==> src/rtl/buzzer_pkg.sv <==
// Shared definitions for the buzzer command path: arbiter state encoding,
// command byte width/constants and the legal requester range.
package buzzer_pkg;

    localparam int BZ_DATA_W      = 8;
    localparam int BZ_NUM_REQ_MIN = 2;
    localparam int BZ_NUM_REQ_MAX = 4;

    localparam logic [7:0] BZ_CMD_ESC = 8'h1B;
    localparam logic [7:0] BZ_CMD_D   = 8'h44;

    typedef enum logic [3:0] {
        ST_IDLE  = 4'd0,
        ST_CHECK = 4'd1,
        ST_WRITE = 4'd2,
        ST_DONE  = 4'd3
    } bz_state_t;

endpackage

==> src/rtl/buzzer_cmd_arbiter_rr.sv <==
// Combinational round-robin picker: first requester at or above the pointer,
// wrapping from NUM_REQ-1 back to 0.
module rr_arbiter
    import buzzer_pkg::*;
#(
    parameter int NUM_REQ = 2,
    parameter int IDX_W   = (NUM_REQ > 1) ? $clog2(NUM_REQ) : 1
) (
    input  logic [NUM_REQ-1:0] req,
    input  logic [IDX_W-1:0]   ptr,
    output logic [NUM_REQ-1:0] grant_oh,
    output logic [IDX_W-1:0]   grant_idx,
    output logic               any_req
);

    int               cand;
    logic [IDX_W-1:0] cand_idx;
    logic             found;

    always_comb begin
        grant_oh  = '0;
        grant_idx = '0;
        found     = 1'b0;
        cand      = 0;
        cand_idx  = '0;
        for (int k = 0; k < NUM_REQ; k++) begin
            cand     = (int'(ptr) + k) % NUM_REQ;
            cand_idx = cand[IDX_W-1:0];
            if (!found && req[cand_idx]) begin
                found              = 1'b1;
                grant_oh[cand_idx] = 1'b1;
                grant_idx          = cand_idx;
            end
        end
    end

    assign any_req = |req;

endmodule

==> src/rtl/buzzer_cmd_arbiter.sv <==
// Shares the single BUZZER_INTERFACE write port among NUM_REQ command sources;
// bursts are atomic and each written byte is followed by a mandatory idle cycle.
module buzzer_cmd_arbiter
    import buzzer_pkg::*;
#(
    parameter int NUM_REQ = 2,
    parameter int DATA_W  = BZ_DATA_W
) (
    input  logic                      CLK,
    input  logic                      RSTn,
    input  logic [NUM_REQ-1:0]        Req_Sig,
    input  logic [NUM_REQ*DATA_W-1:0] Req_Data,
    input  logic [NUM_REQ-1:0]        Req_Last,
    output logic [NUM_REQ-1:0]        Data_Take,
    output logic [NUM_REQ-1:0]        Done_Sig,
    output logic                      Busy_Sig,
    input  logic                      Full_Sig,
    output logic                      Write_Req_Sig,
    output logic [DATA_W-1:0]         FIFO_Write_Data
);

    localparam int IDX_W = (NUM_REQ > 1) ? $clog2(NUM_REQ) : 1;

    bz_state_t          state;
    logic [IDX_W-1:0]   rr_ptr;
    logic [IDX_W-1:0]   grant_idx_r;
    logic [NUM_REQ-1:0] grant_oh_r;
    logic               last_r;

    logic [NUM_REQ-1:0] arb_oh;
    logic [IDX_W-1:0]   arb_idx;
    logic               any_req;

    logic               sel_req;
    logic               sel_last;
    logic [DATA_W-1:0]  sel_data;
    logic [IDX_W-1:0]   ptr_next;

    rr_arbiter #(
        .NUM_REQ (NUM_REQ),
        .IDX_W   (IDX_W)
    ) u_rr_arbiter (
        .req       (Req_Sig),
        .ptr       (rr_ptr),
        .grant_oh  (arb_oh),
        .grant_idx (arb_idx),
        .any_req   (any_req)
    );

    always_comb begin
        sel_req  = 1'b0;
        sel_last = 1'b0;
        sel_data = '0;
        for (int i = 0; i < NUM_REQ; i++) begin
            if (grant_oh_r[i]) begin
                sel_req  = Req_Sig[i];
                sel_last = Req_Last[i];
                sel_data = Req_Data[i*DATA_W +: DATA_W];
            end
        end
    end

    // After a finished or aborted burst the granted source becomes lowest priority.
    assign ptr_next = (grant_idx_r == IDX_W'(NUM_REQ - 1)) ? '0 : grant_idx_r + 1'b1;

    always_ff @(posedge CLK or negedge RSTn) begin
        if (!RSTn) begin
            state           <= ST_IDLE;
            rr_ptr          <= '0;
            grant_idx_r     <= '0;
            grant_oh_r      <= '0;
            last_r          <= 1'b0;
            Data_Take       <= '0;
            Done_Sig        <= '0;
            Busy_Sig        <= 1'b0;
            Write_Req_Sig   <= 1'b0;
            FIFO_Write_Data <= '0;
        end else begin
            Write_Req_Sig <= 1'b0;
            Data_Take     <= '0;
            Done_Sig      <= '0;
            case (state)
                ST_IDLE: begin
                    if (any_req) begin
                        grant_idx_r <= arb_idx;
                        grant_oh_r  <= arb_oh;
                        Busy_Sig    <= 1'b1;
                        state       <= ST_CHECK;
                    end
                end
                ST_CHECK: begin
                    if (!sel_req) begin
                        rr_ptr   <= ptr_next;
                        Busy_Sig <= 1'b0;
                        state    <= ST_IDLE;
                    end else if (!Full_Sig) begin
                        Write_Req_Sig   <= 1'b1;
                        FIFO_Write_Data <= sel_data;
                        Data_Take       <= grant_oh_r;
                        last_r          <= sel_last;
                        state           <= ST_WRITE;
                    end
                end
                // Idle cycle after every pulse so Full_Sig reflects the new byte.
                ST_WRITE: begin
                    if (last_r) begin
                        Done_Sig <= grant_oh_r;
                        state    <= ST_DONE;
                    end else begin
                        state <= ST_CHECK;
                    end
                end
                ST_DONE: begin
                    rr_ptr   <= ptr_next;
                    Busy_Sig <= 1'b0;
                    state    <= ST_IDLE;
                end
                default: begin
                    Busy_Sig <= 1'b0;
                    state    <= ST_IDLE;
                end
            endcase
        end
    end

endmodule

==> config.mk <==
export PLATFORM = sky130hd
export DESIGN_NAME = buzzer_cmd_arbiter
export DESIGN_NICKNAME = d
export VERILOG_FILES = /design/src/rtl/buzzer_pkg.sv /design/src/rtl/buzzer_cmd_arbiter_rr.sv /design/src/rtl/buzzer_cmd_arbiter.sv
export SDC_FILE = /design/constraint.sdc
export NUM_CORES = 1
export LEC_CHECK = 0
export ABC_AREA = 1
export BUFFER_PORTS_ARGS = -buffer_cell sky130_fd_sc_hd__buf_4
export CORE_ASPECT_RATIO = 0.6
export CORE_MARGIN = 3
export CORE_UTILIZATION = 30
export CTS_CLUSTER_DIAMETER = 40
export DETAILED_ROUTE_END_ITERATION = 10
export PLACE_DENSITY_LB_ADDON = 0.15
export SLEW_MARGIN = 0
export SYNTH_ARGS = -nofsm -noshare
export SYNTH_HDL_FRONTEND = slang
export SYNTH_SLANG_ARGS = --single-unit
==> constraint.sdc <==
create_clock -name CLK -period 1.8 [get_ports CLK]
set_clock_uncertainty 0.2 [all_clocks]
set_input_delay 0.09 -clock CLK [delete_from_list [all_inputs] [get_ports CLK]]
set_output_delay 0.09 -clock CLK [all_outputs]
set_load 0.01 [all_outputs]
-- Yosys cells after proc, flatten, opt, wreduce, memory -nomap -nowiden
Index checks and enable logic that the tools add are counted.
- reduce and logical (&&, ||, !) cells: 12
- $lt $le $gt $ge: 4
- $mul: 0
- $add $sub $neg: 2
- equal/unequal tests: 6
- bitwise operators: 3
- multiplexer cells: 38
- divide/modulo/power cells: 0
- shifts and indexed selects: 0
- operator list (kind ; number):
    1-bit two-way mux ; 20
    2-bit two-way mux ; 8
    8-bit two-way mux ; 2
    4-bit two-way mux ; 3
    4-bit case mux with 3 select lines ; 1
    4-bit by 2-bit equality test with 1-bit output, second input constant ; 2
    2-bit AND reduction ; 3
    3-bit AND reduction ; 2
    4-bit by 1-bit equality test with 1-bit output, second input constant ; 1
    4-bit logical NOT ; 1
    1-bit by 2-bit less-than comparator with 1-bit output, second input constant ; 2
    2-bit != test, second input constant ; 2
    1-bit logical AND ; 3
    3-bit != test, second input constant ; 1
    1-bit case mux with 3 select lines ; 1
    1-bit adder, second input constant ; 2
    1-bit demux with 1-bit select ; 2
    1-bit greater-or-equal comparator, second input constant ; 2
    1-bit inverter ; 2
    2-bit bitwise OR ; 1
    1-bit case mux with 2 select lines ; 1
    2-bit nonzero test ; 1
    2-bit OR reduction ; 1
    1-bit logical NOT ; 1
- word-level logic and storage cells: 75
- bits in read-only memories: 0
- latch bits: 0
- memories kept: 0
- register bits after elaboration: 23
- RAM bits: 0
- input bits: 23

-- Logic depth before layout (Yosys ltp)
Gate-level depths: netlist of run 1.
- word-level depth: 7
- gate-level depth with buffers: 6
- gate-level depth less buffers: 6

-- Cells and area by module
From an unflattened synthesis of run 1, not the netlist that was laid out.
- cell total of the unflattened synthesis: 132
- area, all modules: 1077.3 µm²
- modules (own cells, without submodules) (module ; cells an instance ; area each (µm²) ; instances):
    buzzer_cmd_arbiter ; 125 ; 1047.3 ; 1
    rr_arbiter ; 7 ; 30.0 ; 1

-- Worst setup path after synthesis of run 1
Ideal clock, no wire load.
- path kind: flip-flop to flip-flop
- from: register grant_oh_r[1]
- to: register FIFO_Write_Data[0]
- arrival time: 0.970 ns
- path slack: 0.514 ns
- period minus slack after synthesis: 1.286 ns
- library setup time: 0.116 ns
- buffers on the path: 2
- cell stages (with the launch flop): 7
- cell sequence: dfrtp_1 -> buf_6 -> nand2_4 -> nand4_2 -> buf_6 -> nand2_1 -> nand2_1
- longest elaborated chain between the ends: 2
- elaborated cells on any way between the ends: 3
- classes of those cells: mux (2); reduce/logical (1)
- ends and longest elaborated chain (item ; RTL line ; RTL):
    start: declaration ; buzzer_cmd_arbiter.sv:27 ; logic [NUM_REQ-1:0] grant_oh_r;
    start signal: assignment ; buzzer_cmd_arbiter.sv:86 ; grant_oh_r <= arb_oh;
    1-bit two-way mux ; buzzer_cmd_arbiter.sv:55 ; if (grant_oh_r[i]) begin
    3-bit AND reduction (no line) ; -- ;
    end signal: assignment ; buzzer_cmd_arbiter.sv:98 ; FIFO_Write_Data <= sel_data;
    end: declaration ; buzzer_cmd_arbiter.sv:19 ; output logic [DATA_W-1:0] FIFO_Write_Data
Several ways; a longest one is shown, not always the timed one.
A chain may end at the register's enable or synchronous reset.

-- Final worst setup path of run 1
- from: input Req_Sig[1]
- to: register grant_oh_r[1]
- longest elaborated chain between the ends: 6
- elaborated cells on any way between the ends: 12
- classes of those cells: mux (7); bitwise (1); reduce/logical (4)
- ends and longest elaborated chain (item ; RTL line ; RTL):
    start: declaration ; buzzer_cmd_arbiter.sv:11 ; input logic [NUM_REQ-1:0] Req_Sig,
    1-bit two-way mux (implied by the code) (2 in series) ; buzzer_cmd_arbiter_rr.sv:29 ; if (!found && req[cand_idx]) begin
    1-bit two-way mux ; buzzer_cmd_arbiter_rr.sv:29 ;
    1-bit logical NOT ; buzzer_cmd_arbiter_rr.sv:29 ;
    1-bit logical AND ; buzzer_cmd_arbiter_rr.sv:29 ;
    2-bit two-way mux ; buzzer_cmd_arbiter_rr.sv:29 ;
Several ways; a longest one is shown, not always the timed one. The select of a mux whose other input is x is not followed.

==> results.json, run 1 <==
{
  "vias_per_cell": 4.43,
  "root_buffer": "clkbuf_8",
  "die_w_um": 82.3,
  "crit_top_cell": "dlygate4sd3_1",
  "cp-start-kind": "input port",
  "rows": 15,
  "netlist.area_leader.share_pct": 50.1,
  "yosysMostFrequentCell": "nand2_1",
  "first_iter_violations": 64,
  "tightest_slew_ns": 0.342,
  "die_area_um2": 4260,
  "fmaxAchievable_mhz": 581,
  "power.density_nw_per_um2": 1290,
  "first_pass_iters": 4,
  "setup_tns_ns": 0,
  "max-cap-violations": 0,
  "overflow": 0,
  "outcome": "finished, final reports clean",
  "crit_cells": 5,
  "multiInputGateArea_um2": 475,
  "clk_latency_ns": 0.26,
  "async_flop_share_pct": 100,
  "final_layout_size_suffix_gt1_share_pct": 31.4,
  "max_stage_delay_ns": 0.62,
  "crit_type": "input port to register",
  "yosysWarningCount": 0,
  "grt_pass1_vias": 1036,
  "slew_headroom_pct": 77.1,
  "peakVddDrop_mv": 0.536,
  "fin_nets": 212,
  "cp.required_ns": 1.75,
  "ys_types": 20,
  "grt_max_degree": 22,
  "syn_to_final_growth_pct": 58.5,
  "period_needed_ns": 1.72,
  "critPathMaxFanout": 5,
  "cts_tree": "built",
  "syn_avg_cell_area_um2": 8.39,
  "synth_commonest_cells": "56 x nand2_1, 21 x dfrtp_1, 14 x nand3_1",
  "finalHoldViolCount": 0,
  "synth_enable_flop_cells": 0,
  "clkTransAtPathRegs_ns": 0.07,
  "yosysTopAreaCell": "dfrtp_1",
  "syn_nets": 148,
  "antenna_found_initial": 0,
  "power_leakage_uw": 0.000893,
  "start_util_pct": 33.9,
  "ioPinCount": 37,
  "ys_seq_area_share_pct": 50.1,
  "yosys_register_bits": 21,
  "period_share_pct": 95.7,
  "worstPathCellList": "dlygate4sd3_1, buf_4, o21ai_4, dlygate4sd3_1, a21oi_1",
  "routedWlPerCell_um": 11.9,
  "gp_congestion": 0.753,
  "route.vias.total": 1019,
  "rsz0062_at_grt": "no",
  "cp_num_buf_inv": 3,
  "grt_usage_pct": 14.6,
  "cp_slowest_cell": "dlygate4sd3_1",
  "syn_inst": 125,
  "setup_viol": 0,
  "io_buffer_count": 36,
  "cts_sinks": 21,
  "wirelength_um": 2730,
  "cts_buffers": 3,
  "reg2reg_from": "state[0]",
  "die_y_um": 51.8,
  "reg2reg_slack_ns": 0.10,
  "hold_path.class": "input port to asynchronous set/reset pin",
  "fill_cells": 296,
  "cts_buffer_depth": 2,
  "critPathArrivalTime_ns": 1.67,
  "r2r_cells": 4,
  "grt_pass1_wl_um": 4710,
  "drc": 0,
  "report.final.slew_viol_count": 0,
  "r2r_end": "grant_oh_r[1]",
  "diodes": 0,
  "htreeDepth": 1,
  "cp-end-kind": "register",
  "dp.cells": 202,
  "dp_hpwl_um": 1900,
  "regArea_um2": 527,
  "synth_flop_cell": "dfrtp_1",
  "design.core.area_um2": 3100,
  "layoutNonFillerInstCount": 230,
  "synthesis.area_um2": 1050,
  "drtAntennaViolNets": 0,
  "synthTopCellsByArea": "dfrtp_1 50%, nand2_1 20%, nand3_1 6.7%",
  "critPathTopFamily": "buffers and inverters"
}
layout by cell type, fill, tap and decap left out, types with 2 or more instances in the layout:
| cell | instances |
|---|---|
| nor2_1 | 5 |
| nor2_2 | 2 |
| a21oi_1 | 2 |
| clkbuf_8 | 3 |
| buf_4 | 40 |
| dlygate4sd3_1 | 23 |
| nor2_8 | 2 |
| dfrtp_1 | 20 |
| inv_2 | 3 |
| nand2_1 | 56 |
| nand3_1 | 14 |
| nand2_4 | 2 |
| inv_1 | 5 |
what timing repair did:
action                                  CTS  global route
buffers inserted                          0             1
resized for setup                         0             4
hold buffers                             23             0
endpoints found under the hold margin    36             0
endpoints found under the setup margin    0             2
worst register-to-register path, stage by stage (launching register included):
cell           delay (ns)
dfrtp_1              0.45
nor2_4               0.16
o21ai_4              0.08
dlygate4sd3_1        0.60
a21oi_1              0.13
area by class of cell:
cell class                 count  area share (%)
inverter                       8            1.81
tap                           42            3.16
multi-input combinational     92            28.6
sequential                    21            31.7
clock inverter                 1           0.301
clock buffer                   3            2.48
timing repair buffer          63            31.9
registers in the layout, indices dropped and copies added (netlist names):
name / count
Busy_Sig: 1
Data_Take: 2
Done_Sig: 2
FIFO_Write_Data: 8
Write_Req_Sig: 1
grant_idx_r: 1
grant_oh_r: 2
last_r: 1
rr_ptr: 1
state: 2
worst max path at each step:
| stage | start | end | slack, ns |
|---|---|---|---|
| 2_1_floorplan | grant_oh_r[1] | FIFO_Write_Data[0] | 0.51 |
| 3_3_place_gp | grant_oh_r[1] | FIFO_Write_Data[6] | 0.31 |
| 3_5_place_dp | grant_oh_r[1] | FIFO_Write_Data[7] | 0.26 |
| 4_1_cts | state[1] | grant_oh_r[1] | 0.005 |
| 5_1_grt | state[0] | grant_oh_r[1] | 0.004 |
| 6_report | Req_Sig[1] | grant_oh_r[1] | 0.08 |
power by group:
part	leakage (uW)	switching, uW	internal, uW	total (uW)
logic	0.000602	589	473	1060
clock network	0.0000255	153	154	308
registers	0.000265	133	645	778
total	0.000893	875	1270	2150
through the flow:
step | cell area, um^2 | util (%) | hold slack, ns | setup WS, ns | power, uW
after floorplan | 1050 | - | -0.406 | 0.514 | 1420
after detailed placement | 1360 | 44.0 | -0.205 | 0.259 | 1760
after global placement | 1360 | 44.0 | -0.208 | 0.309 | 1750
final | 1660 | 53.7 | 0.0492 | 0.0780 | 2150
after global routing | 1660 | 53.7 | 0.0927 | 0.00440 | 2350
after CTS | 1640 | 52.9 | 0.0486 | 0.00484 | 2130
cell families (layout without fill, tap and decap cells):
family,after synthesis,after routing,synth area share (%)
buffers and inverters,12,75,5.97
AOI/OAI and AO/OA,5,5,3.10
and+or+nand+nor,87,87,40.8
DFF,21,21,50.1
per-layer routing:
layer / GRT usage, % / part of all wire [%] / vias up
li1: - / - / 519
met5: 0 / 0 / -
met3: 4.84 / 5.4 / 2
met4: 1.66 / 0.22 / 0
met2: 23.4 / 46 / 25
met1: 19.7 / 48 / 473
Power figures use the tool's default switching activity.
==> run 2, diff against run 1 <==
Settings changed: SETUP_SLACK_MARGIN from default to 0.3.
==> run 2 against run 1 <==
Die area unchanged; routed wire length decreased by 1.7%; final cell count decreased by 0.87%; register-to-register slack improved by 0.32 ns; critical endpoint is now FIFO_Write_Data[2].
==> results.json, run 2 (synthesized netlist as in run 1, its figures left out) <==
{
  "outcome": "finished, final reports clean",
  "max_stage_delay_ns": 0.54,
  "top_usage_layer": "met2",
  "pre_cts_ws_ns": 0.259,
  "met1_usage_pct": 19.3,
  "final_layout_size_suffix_gt1_share_pct": 30.6,
  "overflow": 0,
  "vias_per_cell": 4.49,
  "largest-register": "FIFO_Write_Data",
  "route.vias.total": 1024,
  "finalHoldViolCount": 0,
  "antenna_found_initial": 0,
  "cts_buffer_depth": 2,
  "cp-start-kind": "input port",
  "grtUsageMet3_pct": 4.84,
  "largest_reg_flops": 8,
  "grt_usage_pct": 14.4,
  "cp_slowest_cell": "dlygate4sd3_1",
  "ioPinCount": 37,
  "routedWlPerCell_um": 11.8,
  "mostFrequentLayoutCells": "56 x nand2_1, 39 x buf_4, 22 x dlygate4sd3_1",
  "die_area_um2": 4260,
  "design.core.area_um2": 3100,
  "diodes": 0,
  "worstPathCellList": "dlygate4sd3_1, buf_4, inv_1, nand4_4, nand2_1, nand2_1",
  "peakVddDrop_mv": 0.500,
  "rows": 15,
  "met2_usage_pct": 23.0,
  "crit_top_cell": "nand2_1",
  "power.density_nw_per_um2": 1290,
  "fmaxAchievable_mhz": 717,
  "drc": 0,
  "fin_util_pct": 52.9,
  "setup_slack_ns": 0.405,
  "critPathArrivalTime_ns": 1.35,
  "start_util_pct": 33.9,
  "final_common_cell": "nand2_1",
  "die_w_um": 82.3,
  "drtAntennaViolNets": 0,
  "io_buffer_count": 36,
  "clkTransAtPathRegs_ns": 0.07,
  "grt_pass1_vias": 1020,
  "dp_hpwl_um": 1900,
  "period_share_pct": 77.5,
  "htreeDepth": 1,
  "period_needed_ns": 1.40,
  "slew_headroom_pct": 80.2,
  "cp.required_ns": 1.75,
  "first_pass_iters": 4,
  "power_leakage_uw": 0.000881,
  "die_y_um": 51.8,
  "tightest_slew_ns": 0.297,
  "hold_path.class": "input port to asynchronous set/reset pin",
  "cts_sinks": 21,
  "cts_tree": "built",
  "fin_nets": 210,
  "setup_viol": 0,
  "reg2reg_slack_ns": 0.42,
  "clk_latency_ns": 0.26,
  "root_buffer": "clkbuf_8",
  "wirelength_um": 2680,
  "rsz0062_at_grt": "no",
  "gp_congestion": 0.753,
  "crit_type": "input port to register",
  "max-cap-violations": 0,
  "cp-end-kind": "register",
  "grt_max_degree": 22,
  "report.final.slew_viol_count": 0,
  "grt_pass1_wl_um": 4620,
  "syn_to_final_growth_pct": 56.2,
  "critPathMaxFanout": 11,
  "first_iter_violations": 52,
  "cts_buffers": 3,
  "setup_tns_ns": 0
}
-- run 2: changes by cell type in the layout (fill, tap and decap cells not counted) --
cell,previous run,this run
nor2_1,5,6
o21ai_2,0,1
buf_4,40,39
dlygate4sd3_1,23,22
nand4_4,0,1
nand4_2,1,0
o21ai_4,1,0
nor2_4,1,0
-- run 2: final cells by class --
class                      instances  area [um^2]
fill                             298         1460
sequential                        21          527
timing repair buffer              61          513
multi-input combinational         92          469
tap                               42         52.6
clock buffer                       3         41.3
inverter                           8         30.0
clock inverter                     1         5.00
-- run 2: metal layers --
| layer | up-vias | part of all wire [%] | routed length [um] |
|---|---|---|---|
| met3 | 2 | 6.4 | 172 |
| met5 | - | 0 | 0 |
| li1 | 517 | - | - |
| met4 | 0 | 0.22 | 6 |
| met2 | 32 | 47 | 1250 |
| met1 | 473 | 47 | 1250 |
-- run 2: timing repair --
| item | in CTS | in global routing |
|---|---|---|
| hold endpoints to repair | 36 | 0 |
| hold buffers | 22 | 0 |
| setup buffers | 0 | 0 |
| setup endpoints to repair | 9 | 6 |
| pin swaps | 0 | 0 |
| gates resized for setup | 1 | 1 |
-- run 2: worst max-delay path: cells and delay by family --
| kind | cells | cell delay (ns) |
|---|---|---|
| and+or+nand+nor | 3 | 0.42 |
| buffers and inverters | 3 | 0.84 |
-- run 2: final timing paths --
| kind | start | endpoint | depth (start not counted) |
|---|---|---|---|
| setup / recovery | Full_Sig | FIFO_Write_Data[2] | 6 |
| hold / removal | RSTn | grant_oh_r[0] | 2 |
| hold reg to reg | FIFO_Write_Data[0] | FIFO_Write_Data[0] | 2 |
| min in group CLK | FIFO_Write_Data[0] | FIFO_Write_Data[0] | 2 |
| max in group asynchronous | RSTn | grant_oh_r[1] | 2 |
| setup reg to reg | state[1] | FIFO_Write_Data[2] | 4 |
-- run 2: per-stage QoR --
step	hold slack (ns)	total power (uW)	std cells	cell area, um^2
2_1_floorplan	-0.406	1420	125	1050
3_3_place_gp	-0.208	1750	202	1360
3_5_place_dp	-0.205	1760	202	1360
4_1_cts	0.0486	2130	228	1640
5_1_grt	0.0927	2310	228	1640
6_report	0.0499	2110	228	1640
-- run 2: power breakdown --
part	leakage, uW	total, uW	switching, uW	internal (uW)
Combinational	0.000590	1020	578	444
Clock	0.0000255	309	155	154
Sequential	0.000266	777	131	646
Total	0.000881	2110	864	1240
